==> src/rtl/bitrev_pkg.sv <==
// Shared types and helpers for the bit-reversal reorder controller.
package bitrev_pkg;

   localparam int MIN_LOG2_DEF = 3;
   localparam int MAX_LOG2_DEF = 10;

   // One-hot controller states
   typedef enum logic [3:0] {
      S_IDLE = 4'b0001,
      S_SCAN = 4'b0010,
      S_SWAP = 4'b0100,
      S_DONE = 4'b1000
   } state_t;

   // Reverse the low 'len' bits of value; bits at and above len come back 0.
   function automatic logic [MAX_LOG2_DEF-1:0] bit_rev(
      input logic [MAX_LOG2_DEF-1:0] value,
      input int                      len
   );
      logic [MAX_LOG2_DEF-1:0] r;
      r = '0;
      for (int b = 0; b < MAX_LOG2_DEF; b++) begin
         if ((b < len) && (len <= MAX_LOG2_DEF)) begin
            r[b] = value[len-1-b];
         end
      end
      return r;
   endfunction

endpackage

==> src/rtl/bit_rev_idx.sv <==
// Combinational variable-width bit reverser: reverses bits [L-1:0] of the
// index and drives bits [MAX_LOG2-1:L] to zero. Sizes above MAX_LOG2 are
// clamped so the shift amount never underflows.
module bit_rev_idx #(
   parameter int MAX_LOG2 = 10,
   parameter int LW       = 4
) (
   input  logic [MAX_LOG2-1:0] i_idx,
   input  logic [LW-1:0]       i_log2n,
   output logic [MAX_LOG2-1:0] o_rev
);

   logic [LW-1:0]       w_len;
   logic [LW-1:0]       w_shift;
   logic [MAX_LOG2-1:0] w_masked;
   logic [MAX_LOG2-1:0] w_full;

   assign w_len = (int'(i_log2n) > MAX_LOG2) ? LW'(MAX_LOG2) : i_log2n;

   // Keep only the low L index bits, then mirror the whole word: the L live
   // bits land in the top L positions in reversed order.
   generate
      for (genvar gi = 0; gi < MAX_LOG2; gi++) begin : g_rev
         assign w_masked[gi] = i_idx[gi] & (int'(w_len) > gi);
         assign w_full[gi]   = w_masked[MAX_LOG2-1-gi];
      end
   endgenerate

   // Slide the reversed field back down to bit 0.
   assign w_shift = LW'(MAX_LOG2) - w_len;
   assign o_rev   = w_full >> w_shift;

endmodule

==> src/rtl/bit_rev_reorder_ctrl.sv <==
// In-place bit-reversal reorder controller driving both ports of a
// dual-port synchronous RAM. Each index i is scanned once; when rev(i) > i
// the pair is read in SCAN and cross-written in SWAP, so each pair is
// handled exactly once and an abort never leaves a half-swapped pair.
module bit_rev_reorder_ctrl
   import bitrev_pkg::*;
#(
   parameter int DATA_W   = 18,
   parameter int MAX_LOG2 = MAX_LOG2_DEF,
   parameter int MIN_LOG2 = MIN_LOG2_DEF,
   parameter int LW       = 4
) (
   input  logic                i_clk,
   input  logic                i_reset_n,
   input  logic                i_start,
   input  logic                i_abort,
   input  logic [LW-1:0]       i_log2n_in,
   output logic                o_busy,
   output logic                o_done,
   output logic                o_err,
   output logic [MAX_LOG2-1:0] o_addr_a,
   output logic [MAX_LOG2-1:0] o_addr_b,
   output logic                o_write_enable_a,
   output logic                o_write_enable_b,
   input  logic [DATA_W-1:0]   i_din_a,
   input  logic [DATA_W-1:0]   i_din_b,
   output logic [DATA_W-1:0]   o_dout_a,
   output logic [DATA_W-1:0]   o_dout_b
);

   state_t              r_state;
   logic [MAX_LOG2-1:0] r_idx;
   logic [LW-1:0]       r_log2n;
   logic                r_busy;
   logic                r_done;
   logic                r_err;
   logic                r_we;

   logic [MAX_LOG2-1:0] w_rev;
   logic [MAX_LOG2-1:0] w_last;
   logic                w_stop;
   logic                w_size_bad;

   bit_rev_idx #(
      .MAX_LOG2 (MAX_LOG2),
      .LW       (LW)
   ) u_rev (
      .i_idx   (r_idx),
      .i_log2n (r_log2n),
      .o_rev   (w_rev)
   );

   // Last index of the captured size: a mask of L ones.
   always_comb begin
      w_last = '0;
      for (int b = 0; b < MAX_LOG2; b++) begin
         if (b < int'(r_log2n)) begin
            w_last[b] = 1'b1;
         end
      end
   end

   assign w_stop     = (r_idx == w_last) || i_abort;
   assign w_size_bad = (int'(i_log2n_in) < MIN_LOG2) || (int'(i_log2n_in) > MAX_LOG2);

   // Controller FSM; busy and write enable are registered from the next state,
   // done is a one-cycle pulse registered off the DONE state.
   always_ff @(posedge i_clk or negedge i_reset_n) begin
      if (!i_reset_n) begin
         r_state <= S_IDLE;
         r_idx   <= '0;
         r_log2n <= '0;
         r_busy  <= 1'b0;
         r_done  <= 1'b0;
         r_err   <= 1'b0;
         r_we    <= 1'b0;
      end else begin
         r_done <= (r_state == S_DONE);
         case (r_state)
            S_IDLE: begin
               r_we <= 1'b0;
               if (i_start) begin
                  r_log2n <= i_log2n_in;
                  r_err   <= w_size_bad;
                  if (w_size_bad) begin
                     r_state <= S_DONE;
                     r_busy  <= 1'b0;
                  end else begin
                     r_idx   <= '0;
                     r_state <= S_SCAN;
                     r_busy  <= 1'b1;
                  end
               end
            end
            S_SCAN: begin
               if (w_rev > r_idx) begin
                  // read issued this cycle, data lands for the SWAP writes
                  r_state <= S_SWAP;
                  r_we    <= 1'b1;
               end else if (w_stop) begin
                  r_state <= S_DONE;
                  r_busy  <= 1'b0;
               end else begin
                  r_idx <= r_idx + 1'b1;
               end
            end
            S_SWAP: begin
               r_we <= 1'b0;
               if (w_stop) begin
                  r_state <= S_DONE;
                  r_busy  <= 1'b0;
               end else begin
                  r_idx   <= r_idx + 1'b1;
                  r_state <= S_SCAN;
               end
            end
            S_DONE: begin
               r_state <= S_IDLE;
               r_busy  <= 1'b0;
               r_we    <= 1'b0;
            end
            default: begin
               r_state <= S_IDLE;
               r_busy  <= 1'b0;
               r_we    <= 1'b0;
            end
         endcase
      end
   end

   assign o_busy           = r_busy;
   assign o_done           = r_done;
   assign o_err            = r_err;
   assign o_addr_a         = r_idx;
   assign o_addr_b         = w_rev;
   assign o_write_enable_a = r_we;
   assign o_write_enable_b = r_we;

   // Cross-connect read data to write data: A gets old mem[rev(i)], B old mem[i].
   assign o_dout_a = i_din_b;
   assign o_dout_b = i_din_a;

endmodule

==> config.mk <==
export PLATFORM = sky130hd
export DESIGN_NAME = bit_rev_reorder_ctrl
export DESIGN_NICKNAME = d
export VERILOG_FILES = /design/src/rtl/bitrev_pkg.sv /design/src/rtl/bit_rev_idx.sv /design/src/rtl/bit_rev_reorder_ctrl.sv
export SDC_FILE = /design/constraint.sdc
export NUM_CORES = 1
export LEC_CHECK = 0
export CAP_MARGIN = 30
export CORE_MARGIN = 3
export CORE_UTILIZATION = 47
export CTS_CLUSTER_SIZE = 12
export DETAILED_ROUTE_END_ITERATION = 16
export PLACE_DENSITY = 0.87
export SETUP_SLACK_MARGIN = 0.5
export SYNTH_ARGS = -nofsm -noshare
export SYNTH_HDL_FRONTEND = slang
export SYNTH_SLANG_ARGS = --single-unit
export TNS_END_PERCENT = 50
==> constraint.sdc <==
create_clock -name i_clk -period 9.17 [get_ports i_clk]
set_clock_uncertainty 0.2 [all_clocks]
set_input_delay 0.917 -clock i_clk [delete_from_list [all_inputs] [get_ports i_clk]]
set_output_delay 0.917 -clock i_clk [all_outputs]
set_load 0.02 [all_outputs]
# Word-level counts from Yosys, hierarchy flattened
# Cells that the tools add are included.
# word_totals
register_bits	22
in_bits	44
word_cells	90
# classes
add_sub_neg	2
magnitude_cmp	24
eq_ne	10
shift	1
n_mux	29
bitwise_logic	10
reduce_logical	7
# ops
operator	count
$mux 10	4
$pmux 10 s3	1
$mux 4	6
$gt 4x3->1 const B	4
$gt 4x4->1 const B	4
$lt 3x4->1 const A	4
$mux 1	16
$pmux 4 s3	1
$add 10x1->10 const B	1
$and 1x1->1	10
$eq 10x10->1	1
$gt 10x10->1	1
$shr 10x4->10	1
$gt 4x1->1 const B	2
$gt 4x2->1 const B	2
$lt 1x4->1 const A	2
$lt 2x4->1 const A	2
$lt 4x4->1 const A	2
$ne 2x2->1 const B	4
$reduce_and 2->1	3
$eq 4x1->1 const B	1
$eq 4x2->1 const B	1
$eq 4x3->1 const B	1
$eq 4x4->1 const B	1
other kinds (7)	8

# Depth between registers and ports, before layout
# Gate-level depths: netlist (run 1).
# depth
depth_word	8
ltp_mapped	20
mapped_depth_nobuf	18

# Hierarchy
# From an unflattened synthesis (run 1), not the netlist that was laid out.
# hier_totals
hier_cells	314
area_unflattened_um2	2577.5
# by_module_without_submodules
module	n_inst	cells_each	area_per_inst_um2	seq_area_each_um2
bit_rev_reorder_ctrl	1	223	1921.8	551.8
bit_rev_idx	1	91	655.6	0.0

# Worst setup path after synthesis (run 1)
# No wires, ideal clock.
# synth_timing
path_kind	reg2reg
from	register r_log2n[3]
to	register r_idx[4], in the netlist o_addr_a[4]
setup_ns	0.122
arrival_time_ns	4.584
slack_ns	4.264
stages_incl_launch_ff	19
synth_period_minus_slack_ns	4.906
path_cell_list	dfrtp_1 buf_2 clkbuf_1 clkbuf_1 a21o_1 ha_1 clkbuf_1 clkinv_1 nand2_1 o211ai_1 a21oi_1 ha_1 a21o_1 a21o_1 a2111oi_2 o21ai_1 a211o_1 or3_1 mux2i_1
# synth_between
elab_chain_len	8
# synth_rtl
item	line_no	rtl
from (decl)	bit_rev_reorder_ctrl.sv:33	logic [LW-1:0] r_log2n;
from (signal assigned)	bit_rev_reorder_ctrl.sv:83	r_log2n <= i_log2n_in;
$gt 4x4->1	bit_rev_idx.sv:18	assign w_len = (int'(i_log2n) > MAX_LOG2) ? LW'(MAX_LOG2) : i_log2n;
$mux 4 *	bit_rev_idx.sv:18	
$gt 4x4->1, or another cell as far along	bit_rev_idx.sv:24	assign w_masked[gi] = i_idx[gi] & (int'(w_len) > gi);
$and 1x1->1	bit_rev_idx.sv:24	
$shr 10x4->10 *	bit_rev_idx.sv:31	assign o_rev = w_full >> w_shift;
named net o_addr_b[3]	bit_rev_reorder_ctrl.sv:22	output logic [MAX_LOG2-1:0] o_addr_b,
$gt 10x10->1 *	bit_rev_reorder_ctrl.sv:96	if (w_rev > r_idx) begin
$ne 2x2->1 (no line) *	-	
$reduce_and 4->1 (no line) *	-	
to (signal assigned)	bit_rev_reorder_ctrl.sv:104	r_idx <= r_idx + 1'b1;
to (signal assigned)	bit_rev_reorder_ctrl.sv:113	r_idx <= r_idx + 1'b1;
to (decl)	bit_rev_reorder_ctrl.sv:32	logic [MAX_LOG2-1:0] r_idx;
# Mark *: on every way through the listed nets, which the timed path passes. The rest lies on a longest branch. The select of a mux whose other input is x is not followed.
# A chain may end at the register's enable or synchronous reset.

# Worst setup path in the final report (run 1)
# layout_timing
from	register r_log2n[3]
to	register r_idx[6], in the netlist o_addr_a[6]
# layout_between
elab_chain_len	8
# layout_rtl
item	line_no
$gt 4x4->1	bit_rev_idx.sv:18
$mux 4	bit_rev_idx.sv:18
$gt 4x4->1, or another cell as far along	bit_rev_idx.sv:24
$and 1x1->1	bit_rev_idx.sv:24
$shr 10x4->10	bit_rev_idx.sv:31
$gt 10x10->1	bit_rev_reorder_ctrl.sv:96
$ne 2x2->1 (no line)	-
$reduce_and 4->1 (no line)	-
# Several ways; a longest one is shown, not always the timed one. The select of a mux whose other input is x is not followed.

==> results.toml, run 1 <==
[placement]
hpwlAfterDp_um = 4820
placed_cell_area_mm2 = 0.00258
port_buffers = 32
dp.cells = 374
place.gp.congestion = 0.990
preCtsSetupSlack_ps = 3980

[yosys]
synth_common_cells = "nand2_1, buf_4, nor2_1"
ys_top_cells_by_area = "dfrtp_1, buf_4, ha_1"
yosys_warnings = 0
syn_nets = 384
synth.most_common_cell = "nand2_1"
synth_top_area_share_pct = 21.1
seq_area_frac_synth_pct = 22.2
syn_area_mm2 = 0.00249
ys_seq_elements = 22
synthCells = 325
avgSynthCellArea_um2 = 7.65
synth-edff-count = 0
async_reset_ff_share_pct = 100
ys.flop_type = "dfrtp_1"
yosys.area.top_type = "dfrtp_1"
synth.distinct_cells = 56

[worst_hold_path]
hold_class = "reg2reg"

[timing]
setup_viol = 0
rsz0062_at_grt = "false"
fin_crit_sh_pct = 58.1
fin_hold_ws_ps = 315
postLayoutSetupSlackWorst_ps = 3840
relSlewSlack_pct = 47.2
hold_violations = 0
fin_setup_tns_ps = 0
clock.fmax_mhz = 188
max_slew.worst_pin.slew_ps = 792
post-route-min-period_ps = 5330
drv_slew = 0

[run]
cap_violations = 0

[grt]
grt_pass1_wl_um = 10700
grtUsageTotal_pct = 21.4
grt_pass1_vias = 2286
grt_max_degree = 28
antenna_found_initial = 0
grt-ovfl-total = 0

[detailed_routing]
drt_iter0_drc = 209
vias = 2291
drc = 0
antenna_left = 0
first_pass_iters = 5
wire_per_inst_um = 16.9
viasPerCell = 6.06
drt_wl_total_um = 6390

[setup_path]
regToRegEndpoint = "o_addr_a[6]$_DFFE_PN0P_"
critical_path_class = "reg2reg"
crit_fanout = 27
cp-endpoint = "o_addr_a[6]$_DFFE_PN0P_"
cp_data_required_time_ps = 9100
worst_ep_arrival_time_ps = 5260
crit_path_start = "r_log2n[3]$_DFFE_PN0P_"
worst_setup_path_end_kind = "register"
rr_startpoint = "r_log2n[3]$_DFFE_PN0P_"
ff2ff_path_depth = 15
start_kind = "register"
reg2reg_setup_slack_ps = 3840

[pwr]
cellPowerDensity_mw_per_mm2 = 370
ir_drop_uv = 294
p_switching_mw = 0.520
p_clk_share_pct = 7.2
internal_power_mw = 0.455
pwr-share-comb_pct = 72.8
p_sw_share_pct = 53.3
p_leak_nw = 1.09
p_seq_share_pct = 19.9

[floorplan]
io_pins = 105
core_mm2 = 0.00491
placementRows = 25
initial_core_util_pct = 50.6
die_h_um = 78.8
fp.dieW_um = 78.8
die_area_mm2 = 0.00620

[clocking]
clkTransAtPathRegs_ps = 80
cts_resized = 0
cts.htree.levels = 1
cts_setup_buffers = 0
clock_path_buffers = 2
cts_root_buffer = "clkbuf_8"
insertion_delay_ps = 270
cts_buffers = 3
ctsHoldBuffers = 0
cts_tree = "done"
cts.sinks = 22

[final_layout]
area_delta_synth_final_pct = 5.89
drive_above_1_share_pct = 7.72
layout.nets = 371
stdcell_count = 378
ff_latch_area_um2 = 552
antenna_cells = 0
fin_area_mm2 = 0.00263
multi_input_area_mm2 = 0.00152
nFillCells = 449

[status]
status = "finished, final reports clean"
## flip-flops by register name, summed over array words and instances, names as in the netlist
register          flops
o_addr_a             10
o_err                 1
r_state               4
o_write_enable_a      1
o_busy                1
o_done                1
r_log2n               4
## kinds of logic (layout without fill, tap and decap cells)
group,count (synthesis),in the layout,synth area share (%)
simple gates,125,125,24.8
compound gates,73,73,21.5
buf+inv,71,57,16.7
flops,22,22,22.2
fa+ha+maj,15,15,7.55
xor+xnor,10,10,3.52
mux,9,9,3.77
## power groups by stage
stage	Sequential, mW	Clock (mW)	Combinational, mW
CTS	0.193	0.0704	0.703
global placement	0.192	0	0.674
finish	0.194	0.0703	0.710
detailed placement	0.194	0	0.700
floorplan	0.158	0	0.568
global route	0.203	0.0752	0.780
## stage by stage
step | util, % | power (mW)
after floorplan | - | 0.726
after global placement | 51.9 | 0.866
after CTS | 53.6 | 0.967
final | 53.6 | 0.974
after global routing | 53.6 | 1.06
after detailed placement | 52.5 | 0.895
## per-layer routing
layer | vias to the layer above | wire (um) | GRT usage [%]
li1 | 1080 | - | -
met5 | - | 0 | 0
met4 | 0 | 129 | 8.22
met2 | 119 | 3220 | 37.4
met3 | 18 | 478 | 3.29
met1 | 1074 | 2560 | 26.2
## cell type report
type | count | area share [%]
repair buffers | 33 | 13.2
clock buffers | 4 | 2.09
multi-input cells | 232 | 57.7
flip-flops and latches | 22 | 21.0
well taps | 67 | 3.18
inverters | 20 | 2.85
## cells in the final DEF (no fill, tap or decap), types with 2 or more instances in the layout
cell and count:
a22oi_1 3, or3_1 2, xor2_1 3, a21oi_1 11, dfrtp_1 21, a32o_1 3
a211oi_2 4, nor3_1 5, mux2i_1 6, xnor2_1 7, or2_2 3, nor4_1 4
nor2b_1 9, o21ai_0 12, a22o_1 2, nor3b_1 3, nand2_1 43, o21ai_1 5
clkbuf_8 4, a21o_1 6, o211ai_1 5, nand4_1 6, ha_1 15, o22ai_1 4
nand3_1 9, nor2_1 26, a31oi_1 3, clkdlybuf4s50_1 32, a2111oi_0 2, a211oi_1 2
nand2b_1 8, mux2_2 3, inv_1 19
## critical path: stages (launching register included)
cell	delay, ps
dfrtp_1	860
o21ai_1	280
nand2_1	170
inv_1	100
ha_1	240
xnor2_1	580
o211ai_1	180
a21oi_1	250
ha_1	290
a21o_1	170
a21o_1	180
a2111oi_2	470
o21ai_1	290
a2111oi_0	680
xnor2_1	190
nor2_1	50
## worst min path at each step
| stage | start | to | depth (start not counted) | slack (ps) |
|---|---|---|---|---|
| 3_3_place_gp | o_err$_DFFE_PN0P_ | o_err$_DFFE_PN0P_ | 2 | 290 |
| 6_report | o_err$_DFFE_PN0P_ | o_err$_DFFE_PN0P_ | 2 | 310 |
| 3_5_place_dp | o_err$_DFFE_PN0P_ | o_err$_DFFE_PN0P_ | 2 | 300 |
| 4_1_cts | o_err$_DFFE_PN0P_ | o_err$_DFFE_PN0P_ | 2 | 320 |
| 2_1_floorplan | r_state[2]$_DFFE_PN0P_ | o_done$_DFF_PN0_ | 1 | 300 |
| 5_1_grt | o_err$_DFFE_PN0P_ | o_err$_DFFE_PN0P_ | 2 | 380 |
Note: power is estimated with default switching activity, not from simulation.
==> run 2: changes to the inputs <==
CORE_UTILIZATION = 44   (was 47)
PLACE_DENSITY = 0.82   (was 0.87)
clock period = 5.1 ns   (was 9.17 ns; I/O delays follow)
==> run 2 against run 1 <==
Compared with the run above:
- sequential cell count stayed put
- total power is 93% higher
- sequential power is 57% higher
- sequential share of layout area is 0.75 points lower
- utilization is 1.7 points lower
- register-to-register slack worse by 3100 ps
- count of clock-buffer cells in the layout stayed put
- first-iteration DRC count is 22% higher
- largest cell class unchanged
- largest power group unchanged
==> results.toml, run 2 (synthesis gave the netlist of run 1 again) <==
[status]
status = "finished, final reports clean"

[placement]
hpwlAfterDp_um = 4790
place.gp.congestion = 0.982
placed_cell_area_mm2 = 0.00263
port_buffers = 32

[clocking]
clkTransAtPathRegs_ps = 90
ctsHoldBuffers = 0
cts.sinks = 22
cts_root_buffer = "clkbuf_8"
cts.htree.levels = 1
cts_tree = "done"
clock_path_buffers = 2
cts_buffers = 3
insertion_delay_ps = 270

[final_layout]
largest_reg_flops = 10
nFillCells = 494
area_delta_synth_final_pct = 10.1
fin_area_mm2 = 0.00274
antenna_cells = 0
final_cell_mix = "nand2_1, clkdlybuf4s50_1, nor2_1, dfrtp_1, inv_1"
drive_above_1_share_pct = 12.7
layout.nets = 376
layout_commonest_cell = "nand2_1"

[grt]
grt_max_degree = 20
grt_pass1_vias = 2236
grtUsageTotal_pct = 19.9
grt_pass1_wl_um = 10500
grt-ovfl-total = 0
antenna_found_initial = 0

[setup_path]
start_kind = "register"
worst_ep_arrival_time_ps = 4290
worst_setup_path_end_kind = "register"
critical_path_class = "reg2reg"
crit_fanout = 11
path_cells = "o21ai_4 > nand2_1 > ha_2 > nand2b_1 > a21oi_1 > mux2_2 > nor2_1 > a21o_1 > mux2_2 > nor2_2 > ha_1 > a21o_1 > a2111oi_4 > o21ai_2 > a2111oi_0 > xnor2_1 > nor2_1"
cp_data_required_time_ps = 5030
cpPeakStageDelay_ps = 540
slowest_stage = "a2111oi_0"

[pwr]
cellPowerDensity_mw_per_mm2 = 687
ir_drop_uv = 500
p_leak_nw = 1.12
p_total_mw = 1.88

[detailed_routing]
wire_per_inst_um = 16.5
first_pass_iters = 5
drt_iter0_drc = 256
antenna_left = 0
viasPerCell = 6.06
drc = 0
vias = 2341
drt_wl_total_um = 6370

[timing]
setup_viol = 0
post-route-min-period_ps = 4360
fin_setup_tns_ps = 0
hold_violations = 0
rsz0062_at_grt = "false"
relSlewSlack_pct = 51.3
clock.fmax_mhz = 229
fin_crit_sh_pct = 85.5
drv_slew = 0
max_slew.worst_pin.slew_ps = 730

[floorplan]
core_mm2 = 0.00527
placementRows = 26
fp.dieW_um = 81.2
die_area_mm2 = 0.00659
io_pins = 105
initial_core_util_pct = 47.2
die_h_um = 81.2

[run]
cap_violations = 0

[worst_hold_path]
hold_class = "reg2reg"
## run 2: changes by cell type in the layout (fill, tap and decap cells not counted), moves of 2 or more
cell,previous run,this run
buf_4,0,5
a21oi_1,11,9
a21oi_2,0,2
o21ai_1,5,3
## run 2: path summary, 6_finish.rpt
| path | startpoint | endpoint | slack [ps] | cells after the start |
|---|---|---|---|---|
| min | o_err$_DFFE_PN0P_ | o_err$_DFFE_PN0P_ | 320 | 2 |
| min reg2reg | o_err$_DFFE_PN0P_ | o_err$_DFFE_PN0P_ | 320 | 2 |
| max reg2reg | r_log2n[2]$_DFFE_PN0P_ | o_addr_a[7]$_DFFE_PN0P_ | 740 | 17 |
| min in group asynchronous | i_reset_n | o_addr_a[2]$_DFFE_PN0P_ | 340 | 1 |
| max | r_log2n[2]$_DFFE_PN0P_ | o_addr_a[7]$_DFFE_PN0P_ | 740 | 17 |
| max in group asynchronous | i_reset_n | r_state[0]$_DFFE_PN1P_ | 3870 | 2 |
## run 2: layer usage
metal	vias to the layer above	routed length, um	global-route usage, %
li1	1087	-	-
met1	1121	2590	24.6
met2	109	3130	33.7
met3	24	422	3.22
met4	0	230	9.46
met5	-	0	0
## run 2: where the power goes
part / internal [mW] / switching [mW]
registers: 0.223 / 0.0811
clock network: 0.0689 / 0.0594
logic: 0.595 / 0.853
## run 2: layout make-up
cell class                 count  area, um2  area share, %
multi-input combinational    232       1580           57.7
sequential                    22        553           20.2
timing repair buffer          38        385           14.1
tap                           70       87.6           3.20
inverter                      20       76.3           2.79
clock buffer                   4       55.1           2.01
## run 2: what timing repair did
item,CTS,global route
gates resized for setup,3,4
setup buffers,0,2
setup endpoints to repair,4,7
## run 2: critical path, delay by kind of cell, from the launching register on
| kind | cells | cell delay (ps) |
|---|---|---|
| flip-flops | 1 | 490 |
| adder cells (fa/ha/maj) | 2 | 450 |
| AO/OA/AOI/OAI | 7 | 1970 |
| multiplexers | 2 | 480 |
| XOR/XNOR | 1 | 180 |
| AND/OR/NAND/NOR | 5 | 440 |
## run 2: through the flow
| stage | std cells | utilization, % | hold WS, ps | setup WS, ps |
|---|---|---|---|---|
| 5_1_grt | 386 | 51.9 | 346 | 535 |
| 3_5_place_dp | 380 | 49.8 | 306 | 422 |
| 4_1_cts | 384 | 51.2 | 325 | 546 |
| 2_1_floorplan | 325 | - | 14.4 | 501 |
| 6_report | 386 | 51.9 | 317 | 738 |
| 3_3_place_gp | 379 | 49.3 | 286 | 648 |
==> variant, RTL diff (config.mk and constraints of run 2) <==
Encoding of `state_t`: now Gray code (2 bits for 4 states). Comments in the files are not updated.
--- a/src/rtl/bitrev_pkg.sv
+++ b/src/rtl/bitrev_pkg.sv
@@ -5,11 +5,11 @@
    localparam int MAX_LOG2_DEF = 10;
 
    // One-hot controller states
-   typedef enum logic [3:0] {
-      S_IDLE = 4'b0001,
-      S_SCAN = 4'b0010,
-      S_SWAP = 4'b0100,
-      S_DONE = 4'b1000
+   typedef enum logic [1:0] {
+      S_IDLE = 2'b00,
+      S_SCAN = 2'b01,
+      S_SWAP = 2'b11,
+      S_DONE = 2'b10
    } state_t;
 
    // Reverse the low 'len' bits of value; bits at and above len come back 0.
Check against the original RTL: no difference found for any inputs over 10 cycles, from zero or initial values and one cycle with i_reset_n low; not proved beyond that.
==> variant against run 2 <==
- wire length fell by 7.9%
- worst setup slack improved by 0.14 ns
- cell area fell by 12%
- total power fell by 4.4%
- sequential cell count fell by 2
- area after synthesis fell by 7.5%
- combinational power fell by 11%
- largest cell class unchanged
- highest routed layer unchanged
==> variant: results (changes against run 2) <==
status: "finished clean"  # unchanged
grt_use_met2_pct: 32.7  # was 33.7%
grtUsageMet1_pct: 25.2  # was 24.6%
clk_latency_ns: 0.26
synthTopCellsByCount: "38 x buf_4, 31 x nand2_1, 22 x nor2_1, 20 x dfrtp_1, 19 x o21ai_0"  # was 43 x nand2_1, 37 x buf_4, 26 x nor2_1, 21 x dfrtp_1, 19 x inv_1
dpl_cell_area_mm2: 0.00234  # was 0.00263 mm²
r2r_end: "o_addr_a[1]"  # was o_addr_a[7]
drive_gt1_share_pct: 6.01  # was 12.7%
met3_usage_pct: 3.10  # was 3.22%
grt_max_degree: 26  # was 20
crit_arrival_ns: 4.16  # was 4.29 ns
fin_nets: 339  # was 376
reg2reg_slack_ns: 0.87  # was 0.74 ns
hp-class: "register to register"  # unchanged
antenna_left: 0  # unchanged
track_usage_pct: 19.5  # was 19.9%
power.internal_w: 0.000871  # was 0.000887 W
synth.area.top_cells: "dfrtp_1 22%, buf_4 12%, ha_1 6.0%"  # was dfrtp_1 21%, buf_4 11%, ha_1 7.5%
vdd_drop_max_mv: 0.495  # was 0.500 mV
cp_max_fo: 20  # was 11
yosys_warnings: 0  # unchanged
cp_slowest_cell: "dfrtp_1"  # was a2111oi_0
post_cts_buffers: 0  # unchanged
leakage_nw: 0.986  # was 1.12 nW
firstDrtPassIters: 5  # unchanged
min_from: "o_err"  # unchanged
dr_wl_met2_mm: 2.78  # was 3.13 mm
cp_slowest_stage_delay_ns: 0.62  # was 0.54 ns
setup_viol: 0  # unchanged
min_to: "o_err"  # unchanged
worstMarginPinSlew_ns: 1.00  # was 0.730 ns
place_congestion: 0.894  # was 0.982
synth_nets: 357  # was 384
grt_first_pass_wirelength_mm: 9.67  # was 10.5 mm
timing.critical_path.from: "r_log2n[2]"  # unchanged
finalWirelength_mm: 5.87  # was 6.37 mm
r2r_cells: 13  # was 17
avgViaCountPerCell: 6.09  # was 6.06
clk_pin_slew_ns: 0.08
drt_iter0_markers: 216  # was 256
wl_met3_um: 448  # was 422 µm
htreeDepth: 1  # unchanged
wl_met1_mm: 2.45  # was 2.59 mm
ys_types: 58  # was 56
fillerInstances: 482  # was 494
grt_pass1_vias: 1983  # was 2236
seq_area_frac_synth_pct: 21.8  # was 22.2%
place_hpwl_mm: 4.34  # was 4.79 mm
largest_reg_flops: 10  # unchanged
## variant: what timing repair did
item / 4_1_cts / 5_1_grt
hold buffers: 0 / 0
gates resized for setup: 0 / 3
setup endpoints to repair: 0 / 6
## variant: through the flow
stage | total power [W] | hold WS, ns | setup WS (ns) | instances | utilization, %
after floorplan | 0.00127 | 0.0144 | 0.601 | 302 | -
after global placement | 0.00160 | 0.295 | 0.742 | 346 | 48.0
after detailed placement | 0.00161 | 0.295 | 0.692 | 346 | 48.0
after CTS | 0.00177 | 0.332 | 0.616 | 350 | 49.5
after global routing | 0.00197 | 0.392 | 0.598 | 350 | 49.6
final | 0.00180 | 0.328 | 0.873 | 350 | 49.6
## variant: final cells by class
cell class / instances / area share (%)
repair buffers: 34 / 13.8
well taps: 67 / 3.46
clock inverters: 1 / 1.24
multi-input cells: 211 / 56.9
flip-flops and latches: 20 / 20.7
clock buffers: 3 / 1.70
inverters: 14 / 2.17
## variant: power groups by stage
stage | sequential (W) | clock (W) | combinational (W)
final | 0.000345 | 0.000159 | 0.00129
after global routing | 0.000356 | 0.000167 | 0.00145
after CTS | 0.000340 | 0.000160 | 0.00127
after detailed placement | 0.000343 | 0 | 0.00126
after global placement | 0.000340 | 0 | 0.00126
after floorplan | 0.000270 | 0 | 0.00100
## variant: kinds of logic (layout without fill, tap and decap cells)
family | count (synthesis) | count (layout) | share of synthesized area [%]
buffers and inverters | 71 | 52 | 18.7
flip-flops | 20 | 20 | 21.8
multiplexers | 13 | 13 | 5.87
adder cells (fa/ha/maj) | 11 | 11 | 5.98
AO/OA/AOI/OAI | 80 | 80 | 23.3
XOR/XNOR | 5 | 5 | 1.90
AND/OR/NAND/NOR | 102 | 102 | 22.5
